===== src/rtl/dat_rx_phys_if.sv =====
// SD data-line receive bus: card DAT lines, transfer control,
// Rx FIFO write port and transfer status flags.
interface dat_rx_phys_if #(
    parameter int FIFO_WIDTH      = 32,
    parameter int BLOCK_SZ_WIDTH  = 12,
    parameter int BLOCK_CNT_WIDTH = 16
);
    logic [3:0]                 DAT_din;
    logic [BLOCK_SZ_WIDTH-1:0]  block_sz;
    logic [BLOCK_CNT_WIDTH-1:0] block_cnt;
    logic                       read_flag;
    logic                       rx_buf_full;
    logic                       rx_buf_wr_enb;
    logic [FIFO_WIDTH-1:0]      rx_buf_din_out;
    logic                       rx_busy;
    logic                       tf_finished;
    logic                       crc_err;
    logic                       end_bit_err;
    logic                       timeout_err;
    logic                       overrun_err;

    modport slave (
        input  DAT_din, block_sz, block_cnt,
        input  read_flag, rx_buf_full,
        output rx_buf_wr_enb, rx_buf_din_out,
        output rx_busy, tf_finished,
        output crc_err, end_bit_err,
        output timeout_err, overrun_err
    );

    modport master (
        output DAT_din, block_sz, block_cnt,
        output read_flag, rx_buf_full,
        input  rx_buf_wr_enb, rx_buf_din_out,
        input  rx_busy, tf_finished,
        input  crc_err, end_bit_err,
        input  timeout_err, overrun_err
    );
endinterface


===== src/rtl/dat_rx_phys.sv =====
// SD 4-bit DAT receive PHY: start-bit search, nibble assembly
// into FIFO words, per-line CRC16 check and end-bit check.
module dat_rx_phys #(
    parameter int FIFO_WIDTH      = 32,
    parameter int BLOCK_SZ_WIDTH  = 12,
    parameter int BLOCK_CNT_WIDTH = 16,
    parameter int TIMEOUT_CYC     = 1024
) (
    input logic           sd_clk,
    input logic           rst_L,
    dat_rx_phys_if.slave  bus
);
    localparam int NPW  = FIFO_WIDTH / 4;
    localparam int WC_W = (NPW > 1) ? $clog2(NPW) : 1;
    localparam int TC_W = $clog2(TIMEOUT_CYC + 1);
    localparam int NC_W = BLOCK_SZ_WIDTH + 1;

    localparam logic [WC_W-1:0] WC_LAST = WC_W'(NPW - 1);
    localparam logic [TC_W-1:0] TC_LAST = TC_W'(TIMEOUT_CYC - 1);

    localparam logic [2:0] IDLE       = 3'd0;
    localparam logic [2:0] WAIT_START = 3'd1;
    localparam logic [2:0] RECV       = 3'd2;
    localparam logic [2:0] CRC        = 3'd3;
    localparam logic [2:0] END_BIT    = 3'd4;
    localparam logic [2:0] DONE       = 3'd5;

    logic [2:0]                 state;
    logic [BLOCK_SZ_WIDTH-1:0]  blk_sz_q;
    logic [BLOCK_CNT_WIDTH-1:0] blk_cnt_q;
    logic [TC_W-1:0]            tmo_cnt;
    logic [NC_W-1:0]            nib_cnt;
    logic [WC_W-1:0]            wcnt;
    logic [FIFO_WIDTH-1:0]      asm_q;
    logic [FIFO_WIDTH-1:0]      asm_nx;
    logic [FIFO_WIDTH-1:0]      wr_data;
    logic                       wr_pend;
    logic [3:0][15:0]           crc_q;
    logic [3:0][15:0]           crc_nx;
    logic [3:0][15:0]           crc_sh;
    logic [3:0]                 crc_msb;
    logic                       nib_last;
    logic                       crc_e, end_e, tmo_e, ovr_e;

    // Next assembly word, serial CRC16 step and CRC shift-out per line
    always_comb begin
        asm_nx   = FIFO_WIDTH'({asm_q, bus.DAT_din});
        crc_nx   = '0;
        crc_sh   = '0;
        crc_msb  = '0;
        for (int l = 0; l < 4; l++) begin
            crc_nx[l]  = {crc_q[l][14:0], 1'b0}
                       ^ ({16{crc_q[l][15] ^ bus.DAT_din[l]}}
                          & 16'h1021);
            crc_sh[l]  = {crc_q[l][14:0], 1'b0};
            crc_msb[l] = crc_q[l][15];
        end
        nib_last = (nib_cnt == ({blk_sz_q, 1'b0} - NC_W'(1)));
    end

    // Transfer FSM, counters, datapath and sticky error flags
    always_ff @(posedge sd_clk or negedge rst_L) begin
        if (!rst_L) begin
            state     <= IDLE;
            blk_sz_q  <= '0;
            blk_cnt_q <= '0;
            tmo_cnt   <= '0;
            nib_cnt   <= '0;
            wcnt      <= '0;
            asm_q     <= '0;
            wr_data   <= '0;
            wr_pend   <= 1'b0;
            crc_q     <= '0;
            crc_e     <= 1'b0;
            end_e     <= 1'b0;
            tmo_e     <= 1'b0;
            ovr_e     <= 1'b0;
        end else begin
            wr_pend <= 1'b0;
            if (wr_pend && bus.rx_buf_full)
                ovr_e <= 1'b1;
            unique case (state)
                IDLE: begin
                    if (bus.read_flag && bus.block_cnt != '0) begin
                        blk_sz_q  <= bus.block_sz;
                        blk_cnt_q <= bus.block_cnt;
                        crc_e     <= 1'b0;
                        end_e     <= 1'b0;
                        tmo_e     <= 1'b0;
                        ovr_e     <= 1'b0;
                        tmo_cnt   <= '0;
                        state     <= WAIT_START;
                    end
                end
                WAIT_START: begin
                    if (bus.DAT_din == 4'b0000) begin
                        crc_q   <= '0;
                        nib_cnt <= '0;
                        wcnt    <= '0;
                        state   <= RECV;
                    end else if (tmo_cnt == TC_LAST) begin
                        tmo_e <= 1'b1;
                        state <= DONE;
                    end else begin
                        tmo_cnt <= tmo_cnt + TC_W'(1);
                    end
                end
                RECV: begin
                    asm_q   <= asm_nx;
                    crc_q   <= crc_nx;
                    nib_cnt <= nib_cnt + NC_W'(1);
                    if (wcnt == WC_LAST) begin
                        wcnt    <= '0;
                        wr_pend <= 1'b1;
                        wr_data <= asm_nx;
                    end else begin
                        wcnt <= wcnt + WC_W'(1);
                    end
                    if (nib_last) begin
                        nib_cnt <= '0;
                        state   <= CRC;
                    end
                end
                CRC: begin
                    if (bus.DAT_din != crc_msb)
                        crc_e <= 1'b1;
                    crc_q   <= crc_sh;
                    nib_cnt <= nib_cnt + NC_W'(1);
                    if (nib_cnt == NC_W'(15))
                        state <= END_BIT;
                end
                END_BIT: begin
                    if (bus.DAT_din != 4'b1111)
                        end_e <= 1'b1;
                    blk_cnt_q <= blk_cnt_q - BLOCK_CNT_WIDTH'(1);
                    if (blk_cnt_q == BLOCK_CNT_WIDTH'(1)) begin
                        state <= DONE;
                    end else begin
                        tmo_cnt <= '0;
                        state   <= WAIT_START;
                    end
                end
                DONE:    state <= IDLE;
                default: state <= IDLE;
            endcase
        end
    end

    assign bus.rx_buf_wr_enb  = wr_pend & ~bus.rx_buf_full;
    assign bus.rx_buf_din_out = wr_data;
    assign bus.rx_busy        = (state != IDLE);
    assign bus.tf_finished    = (state == DONE);
    assign bus.crc_err        = crc_e;
    assign bus.end_bit_err    = end_e;
    assign bus.timeout_err    = tmo_e;
    assign bus.overrun_err    = ovr_e;
endmodule


===== src/flat_wrapper.sv =====
// flat-port wrapper written by rule: the top's interface ports become plain ports
module dat_rx_phys_flat 
#(
    parameter int FIFO_WIDTH      = 32,
    parameter int BLOCK_SZ_WIDTH  = 12,
    parameter int BLOCK_CNT_WIDTH = 16,
    parameter int TIMEOUT_CYC     = 1024
)
  (sd_clk, rst_L, bus_DAT_din, bus_block_sz, bus_block_cnt, bus_read_flag, bus_rx_buf_full, bus_rx_buf_wr_enb, bus_rx_buf_din_out, bus_rx_busy, bus_tf_finished, bus_crc_err, bus_end_bit_err, bus_timeout_err, bus_overrun_err);
  dat_rx_phys_if #(.FIFO_WIDTH(FIFO_WIDTH), .BLOCK_SZ_WIDTH(BLOCK_SZ_WIDTH), .BLOCK_CNT_WIDTH(BLOCK_CNT_WIDTH)) bus_i ();
  input logic sd_clk;
  input logic rst_L;
  input wire logic [$bits(bus_i.DAT_din)-1:0] bus_DAT_din;
  input wire logic [$bits(bus_i.block_sz)-1:0] bus_block_sz;
  input wire logic [$bits(bus_i.block_cnt)-1:0] bus_block_cnt;
  input wire logic [$bits(bus_i.read_flag)-1:0] bus_read_flag;
  input wire logic [$bits(bus_i.rx_buf_full)-1:0] bus_rx_buf_full;
  output wire logic [$bits(bus_i.rx_buf_wr_enb)-1:0] bus_rx_buf_wr_enb;
  output wire logic [$bits(bus_i.rx_buf_din_out)-1:0] bus_rx_buf_din_out;
  output wire logic [$bits(bus_i.rx_busy)-1:0] bus_rx_busy;
  output wire logic [$bits(bus_i.tf_finished)-1:0] bus_tf_finished;
  output wire logic [$bits(bus_i.crc_err)-1:0] bus_crc_err;
  output wire logic [$bits(bus_i.end_bit_err)-1:0] bus_end_bit_err;
  output wire logic [$bits(bus_i.timeout_err)-1:0] bus_timeout_err;
  output wire logic [$bits(bus_i.overrun_err)-1:0] bus_overrun_err;
  assign bus_i.DAT_din = bus_DAT_din;
  assign bus_i.block_sz = bus_block_sz;
  assign bus_i.block_cnt = bus_block_cnt;
  assign bus_i.read_flag = bus_read_flag;
  assign bus_i.rx_buf_full = bus_rx_buf_full;
  assign bus_rx_buf_wr_enb = bus_i.rx_buf_wr_enb;
  assign bus_rx_buf_din_out = bus_i.rx_buf_din_out;
  assign bus_rx_busy = bus_i.rx_busy;
  assign bus_tf_finished = bus_i.tf_finished;
  assign bus_crc_err = bus_i.crc_err;
  assign bus_end_bit_err = bus_i.end_bit_err;
  assign bus_timeout_err = bus_i.timeout_err;
  assign bus_overrun_err = bus_i.overrun_err;
  dat_rx_phys #(.FIFO_WIDTH(FIFO_WIDTH), .BLOCK_SZ_WIDTH(BLOCK_SZ_WIDTH), .BLOCK_CNT_WIDTH(BLOCK_CNT_WIDTH), .TIMEOUT_CYC(TIMEOUT_CYC)) u_core (.sd_clk(sd_clk), .rst_L(rst_L), .bus(bus_i));
endmodule

===== config.mk =====
export PLATFORM = sky130hd
export DESIGN_NAME = dat_rx_phys_flat
export DESIGN_NICKNAME = d
export VERILOG_FILES = /design/src/rtl/dat_rx_phys_if.sv /design/src/rtl/dat_rx_phys.sv /design/src/flat_wrapper.sv
export SDC_FILE = /design/constraint.sdc
export NUM_CORES = 1
export LEC_CHECK = 0
export ABC_CLOCK_PERIOD_IN_PS = 3600
export BUFFER_PORTS_ARGS = -buffer_cell sky130_fd_sc_hd__buf_4
export CORE_ASPECT_RATIO = 1.75
export CORE_MARGIN = 1.5
export CORE_UTILIZATION = 30
export CTS_CLUSTER_SIZE = 28
export DETAILED_ROUTE_END_ITERATION = 10
export PLACE_DENSITY = 0.42
export SLEW_MARGIN = 25
export SYNTH_ARGS = -nofsm -noshare
export SYNTH_HDL_FRONTEND = slang
export SYNTH_SLANG_ARGS = --single-unit

===== constraint.sdc =====
create_clock -name sd_clk -period 3.6 [get_ports sd_clk]
set_input_delay 0.18 -clock sd_clk [delete_from_list [all_inputs] [get_ports sd_clk]]
set_output_delay 0.18 -clock sd_clk [all_outputs]
set_load 0.03 [all_outputs]

======== Word level (Yosys, flattened, before mapping) ========
Index checks and enable logic that the tools add are counted.
W data, S select, Z words.
word-level totals
  flip-flop bits (word level) ............. 187
  bits in latches ......................... 0
  RAM bits ................................ 0
  memory bits (read-only) ................. 0
  input bits .............................. 36
  output and inout bits ................... 39
  memories kept ........................... 0
cells by class
  add/sub/neg operators ................... 5
  multiply operators ...................... 0
  divide/modulo/power cells ............... 0
  order comparisons ....................... 0
  eq/ne operators ......................... 23
  shifts and indexed selects .............. 0
  multiplexer cells ....................... 35
  bitwise logic cells ..................... 10
  reduce and logical (&&, ||, !) cells .... 22
operator list
  operator                 count
  $pmux W64 S3             1
  $mux W64                 1
  $xor A16 B13 Y16         4
  $mux W11                 4
  $pmux W13 S3             1
  $pmux W11 S3             1
  $pmux W16 S2             1
  $mux W13                 2
  $mux W3                  8
  $eq A16 B1 Y1 const B    1
  $mux W16                 1
  $reduce_bool A16 Y1      1
  $sub A16 B1 Y16 const B  1
  $pmux W3 S5              1
  $ne A2 B1 Y1 const B     7
  $add A13 B1 Y13 const B  1
  $eq A13 B13 Y1           1
  $eq A13 B4 Y1 const B    1
  $sub A13 B1 Y13 const B  1
  $add A11 B1 Y11 const B  1
  $eq A11 B10 Y1 const B   1
  $mux W1                  10
  $reduce_and A2 Y1        5
  $eq A3 B3 Y1 const B     3
  other kinds (20)         36

======== Longest topological paths before layout ========
  depth in word-level cells ............... 4
  mapped depth ............................ 9
  gate-level depth less buffers ........... 8

======== Worst setup path before layout ========
Ideal clock, no wire load.
  path type ............................... flip-flop to flip-flop
  from .................................... register u_core.blk_sz_q[0]
  to ...................................... register u_core.nib_cnt[7]
  arrival time ............................ 2.224 ns
  required time ........................... 3.481 ns
  path slack .............................. 1.257 ns
  cell stages (with the launch flop) ...... 10
  path buffers ............................ 1
  clock period less this slack ............ 2.343 ns
  cell sequence ........................... dfrtp_1 -> inv_1 -> ha_1 -> nor3b_2 -> xnor2_1 -> mux2i_1 -> or4_4 -> o31ai_4 -> buf_6 -> nor2_1
between the ends
  cells in the longest elaborated chain, start to end .. 4
ends and longest elaborated chain
  element                 line                source
  from (decl)             dat_rx_phys.sv:29   logic [BLOCK_SZ_WIDTH-1:0] blk_sz_q;
  from (signal assigned)  dat_rx_phys.sv:85   blk_sz_q <= bus.block_sz;
  $sub A13 B1 Y13         dat_rx_phys.sv:58   nib_last = (nib_cnt == ({blk_sz_q, 1'b0} - NC_W'(1)));
  $eq A13 B13 Y1          dat_rx_phys.sv:58
  $mux W13                dat_rx_phys.sv:119  if (nib_last) begin
  $pmux W13 S3            dat_rx_phys.sv:82   unique case (state)
  to (signal assigned)    dat_rx_phys.sv:111  nib_cnt <= nib_cnt + NC_W'(1);
  to (signal assigned)    dat_rx_phys.sv:128  nib_cnt <= nib_cnt + NC_W'(1);
  to (decl)               dat_rx_phys.sv:32   logic [NC_W-1:0] nib_cnt;
No other way between the ends.
A chain may end at the register's enable or synchronous reset.

======== Worst setup path after layout ========
  from .................................... register u_core.blk_sz_q[0]
  to ...................................... register u_core.nib_cnt[8]
The elaborated chain is that of the path after synthesis.

==> flow_metrics.tcl <==
set metrics [dict create \
    grt_pass1_vias 6509 \
    rsz0062_at_grt "false" \
    n_fill_cell 2601 \
    r2r_setup_slack_ns 0.88 \
    yosys.area.top_type "dfrtp_1" \
    drt_iter0_drc 242 \
    routedWlPerCell_um 17.1 \
    stdcell_area_sq_mm 0.00998 \
    synth-edff-count 0 \
    post_cts_buffers 0 \
    synth_cell_types 61 \
    drtAntennaViolNets 0 \
    status "complete, no violations" \
    initial_core_util_pct 30.7 \
    grt_max_degree 88 \
    fmax_ghz 0.368 \
    route.met2.wl_um 10700 \
    dieArea_sq_mm 0.0283 \
    powerDensity_mw_per_mm2 734 \
    drc 0 \
    cts_buffers 17 \
    ir_drop_uv 424 \
    ys_seq_area_share_pct 57.2 \
    die-width_um 128 \
    crit_fanout 11 \
    clockRootBuffer "clkbuf_16" \
    fp-row-count 79 \
    whs_ns 0.0263 \
    holdCritPathClass "in2reg" \
    power_leakage_nw 4.75 \
    cts_buffer_depth 2 \
    core_area_sq_mm 0.0267 \
    power_w 0.00733 \
    clk_latency_ns 0.44 \
    synthTopCellsByArea "dfrtp_1 57%, nand2_1 6.7%, a22o_1 6.6%" \
    place_area_sq_mm 0.00906 \
    grt_pass1_wl_um 33000 \
    fin_crit_sh_pct 75.5 \
    hpwl_um 13800 \
    clkTransAtPathRegs_ns 0.07 \
    io_pins 75 \
    vias_per_cell 5.04 \
    tns_ns 0 \
    ys.flop_type "dfrtp_1" \
    postSynthNetCount 798 \
    arrival_ns 3.02 \
    cp.required_ns 3.90 \
    drive_gt1_share_pct 18.9 \
    grt_overflow 0 \
    gp_congestion 0.772 \
    final_nets 887 \
    clkSinkCount 187 \
    io_buffers 74 \
    start_kind "flop" \
    synth_common_cells "187 x dfrtp_1, 147 x nand2_1, 62 x a22o_1, 47 x nor2_1, 32 x mux2_2" \
    antenna_found_initial 0 \
    grt_usage_pct 14.9 \
    synth.top_cell.area_share_pct 57.2 \
    num_vias 5958 \
    syn_avg_cell_area_sq_um 10.8 \
    yosysMostFrequentCell "dfrtp_1" \
    setup-violations-final 0 \
    ys_warn_count 0 \
    htree_levels 4 \
    synthCells 755 \
    dr.pass1.iters 4 \
    relSlewSlack_pct 38.2 \
    area_delta_synth_final_pct 22.0 \
    syn_area_sq_mm 0.00818 \
    multiInputGateArea_sq_mm 0.00329 \
    period_needed_ns 2.72 \
    final_hold_viol_count 0 \
    synth-seq-cells 187 \
    worst_slew_pin_slew_ns 0.919 \
    cp-end-kind "flop" \
    maxCapViolCount 0 \
    async_flop_share_pct 100 \
    wl_um 20100 \
    met1Wirelength_um 8340 \
    drv_slew 0 \
    regArea_sq_mm 0.00468 \
    top_layer_used "met4" \
    clock_skew_ns 0.0122 \
    route.met3.wl_um 629 \
    post-route-util_pct 37.4 \
    crit_type "reg2reg" \
    cts_tree "done" \
    n_antenna_cell 0 \
    dieHeight_um 221 \
]
-- kinds of logic (layout without fill, tap and decap cells) --
kind of cell             after synthesis  in the layout  share of synthesized area, %
XOR/XNOR                              49             49                          5.24
AO/OA/AOI/OAI                        128            128                          12.2
adder cells (fa/ha/maj)                7              7                          1.07
multiplexers                          33             33                          4.53
AND/OR/NAND/NOR                      296            296                          16.9
buffers and inverters                 55            157                          2.84
flip-flops                           187            187                          57.2
-- layer usage --
layer  vias to the layer above  GRT usage (%)
li1                       2832              -
met5                         -              0
met1                      2984           16.4
met3                        29           3.36
met4                         0           5.76
met2                       113           27.3
-- cells in the final DEF, fill, tap and decap left out, drive strengths merged, types with 3 or more instances in the layout --
| cell type | synthesis | final |
|---|---|---|
| o31ai | 4 | 4 |
| or3b | 3 | 3 |
| clkbuf | 29 | 21 |
| a22o | 62 | 62 |
| a21oi | 11 | 11 |
| xor2 | 21 | 21 |
| dfrtp | 187 | 187 |
| ha | 7 | 7 |
| dlygate4sd3 | 0 | 28 |
| o21ai | 17 | 17 |
| a31oi | 3 | 3 |
| nand4 | 14 | 14 |
| nand2b | 6 | 6 |
| buf | 13 | 83 |
| bufinv | 0 | 4 |
| nand2 | 147 | 147 |
| inv | 13 | 17 |
| or4 | 3 | 3 |
| xnor2 | 28 | 28 |
| or2 | 4 | 4 |
| nand3 | 16 | 16 |
| mux2 | 32 | 32 |
| and3 | 4 | 4 |
| nor3 | 23 | 23 |
| nor2 | 47 | 47 |
| nor2b | 5 | 5 |
| a211oi | 6 | 6 |
| o211ai | 7 | 7 |
| nor4 | 17 | 17 |
-- power breakdown --
group / internal, W / switching (W) / total [W]
logic: 0.000881 / 0.00117 / 0.00205
registers: 0.00270 / 0.000557 / 0.00326
clock network: 0.00119 / 0.000830 / 0.00202
total: 0.00477 / 0.00255 / 0.00733
-- worst paths after layout --
check / cells after the start / end / startpoint
worst min-delay path: 3 / u_core.asm_q[0] / bus_DAT_din[0]
worst max register to register: 8 / u_core.nib_cnt[8] / u_core.blk_sz_q[0]
worst max-delay path: 8 / u_core.nib_cnt[8] / u_core.blk_sz_q[0]
worst min register to register: 2 / u_core.asm_q[26] / u_core.asm_q[26]
min in group asynchronous: 2 / u_core.blk_cnt_q[11] / rst_L
max in group asynchronous: 3 / u_core.crc_q[55] / rst_L
-- metrics by stage --
stage               instances  setup slack (ns)
CTS                      1180             0.850
global route             1181             0.687
floorplan                 755              1.26
global placement         1121             0.930
finish                   1181             0.882
detailed placement       1121             0.858
-- repair_timing --
item                      CTS  global route
resized for setup           0             0
hold buffers               27             1
hold endpoints to repair  111             1
-- area by class of cell --
cell class | instances | share of cell area (%)
repair buffers | 112 | 9.32
inverters | 13 | 0.489
flip-flops and latches | 187 | 46.9
multi-input cells | 513 | 32.9
clock buffers | 20 | 4.48
clock inverters | 12 | 1.84
well taps | 324 | 4.06
-- sequential cells by signal (all words and copies together) (netlist names) --
name,count
u_core.crc_q,60
u_core.bus.rx_buf_din_out,32
u_core.asm_q,28
u_core.blk_cnt_q,16
u_core.nib_cnt,13
u_core.blk_sz_q,12
u_core.tmo_cnt,11
u_core.crc_msb,4
u_core.state,3
u_core.wcnt,3
u_core.bus.crc_err,1
u_core.bus.end_bit_err,1
u_core.bus.overrun_err,1
u_core.bus.timeout_err,1
u_core.wr_pend,1
-- critical path: stages, from the launching register on --
cell	delay (ns)
dfrtp_1	0.46
inv_1	0.10
ha_1	0.23
nor3b_2	0.39
xnor2_1	0.18
mux2i_1	0.10
or4_4	0.58
o31ai_4	0.44
nor2_1	0.11
Note: power is estimated with default switching activity, not from simulation.
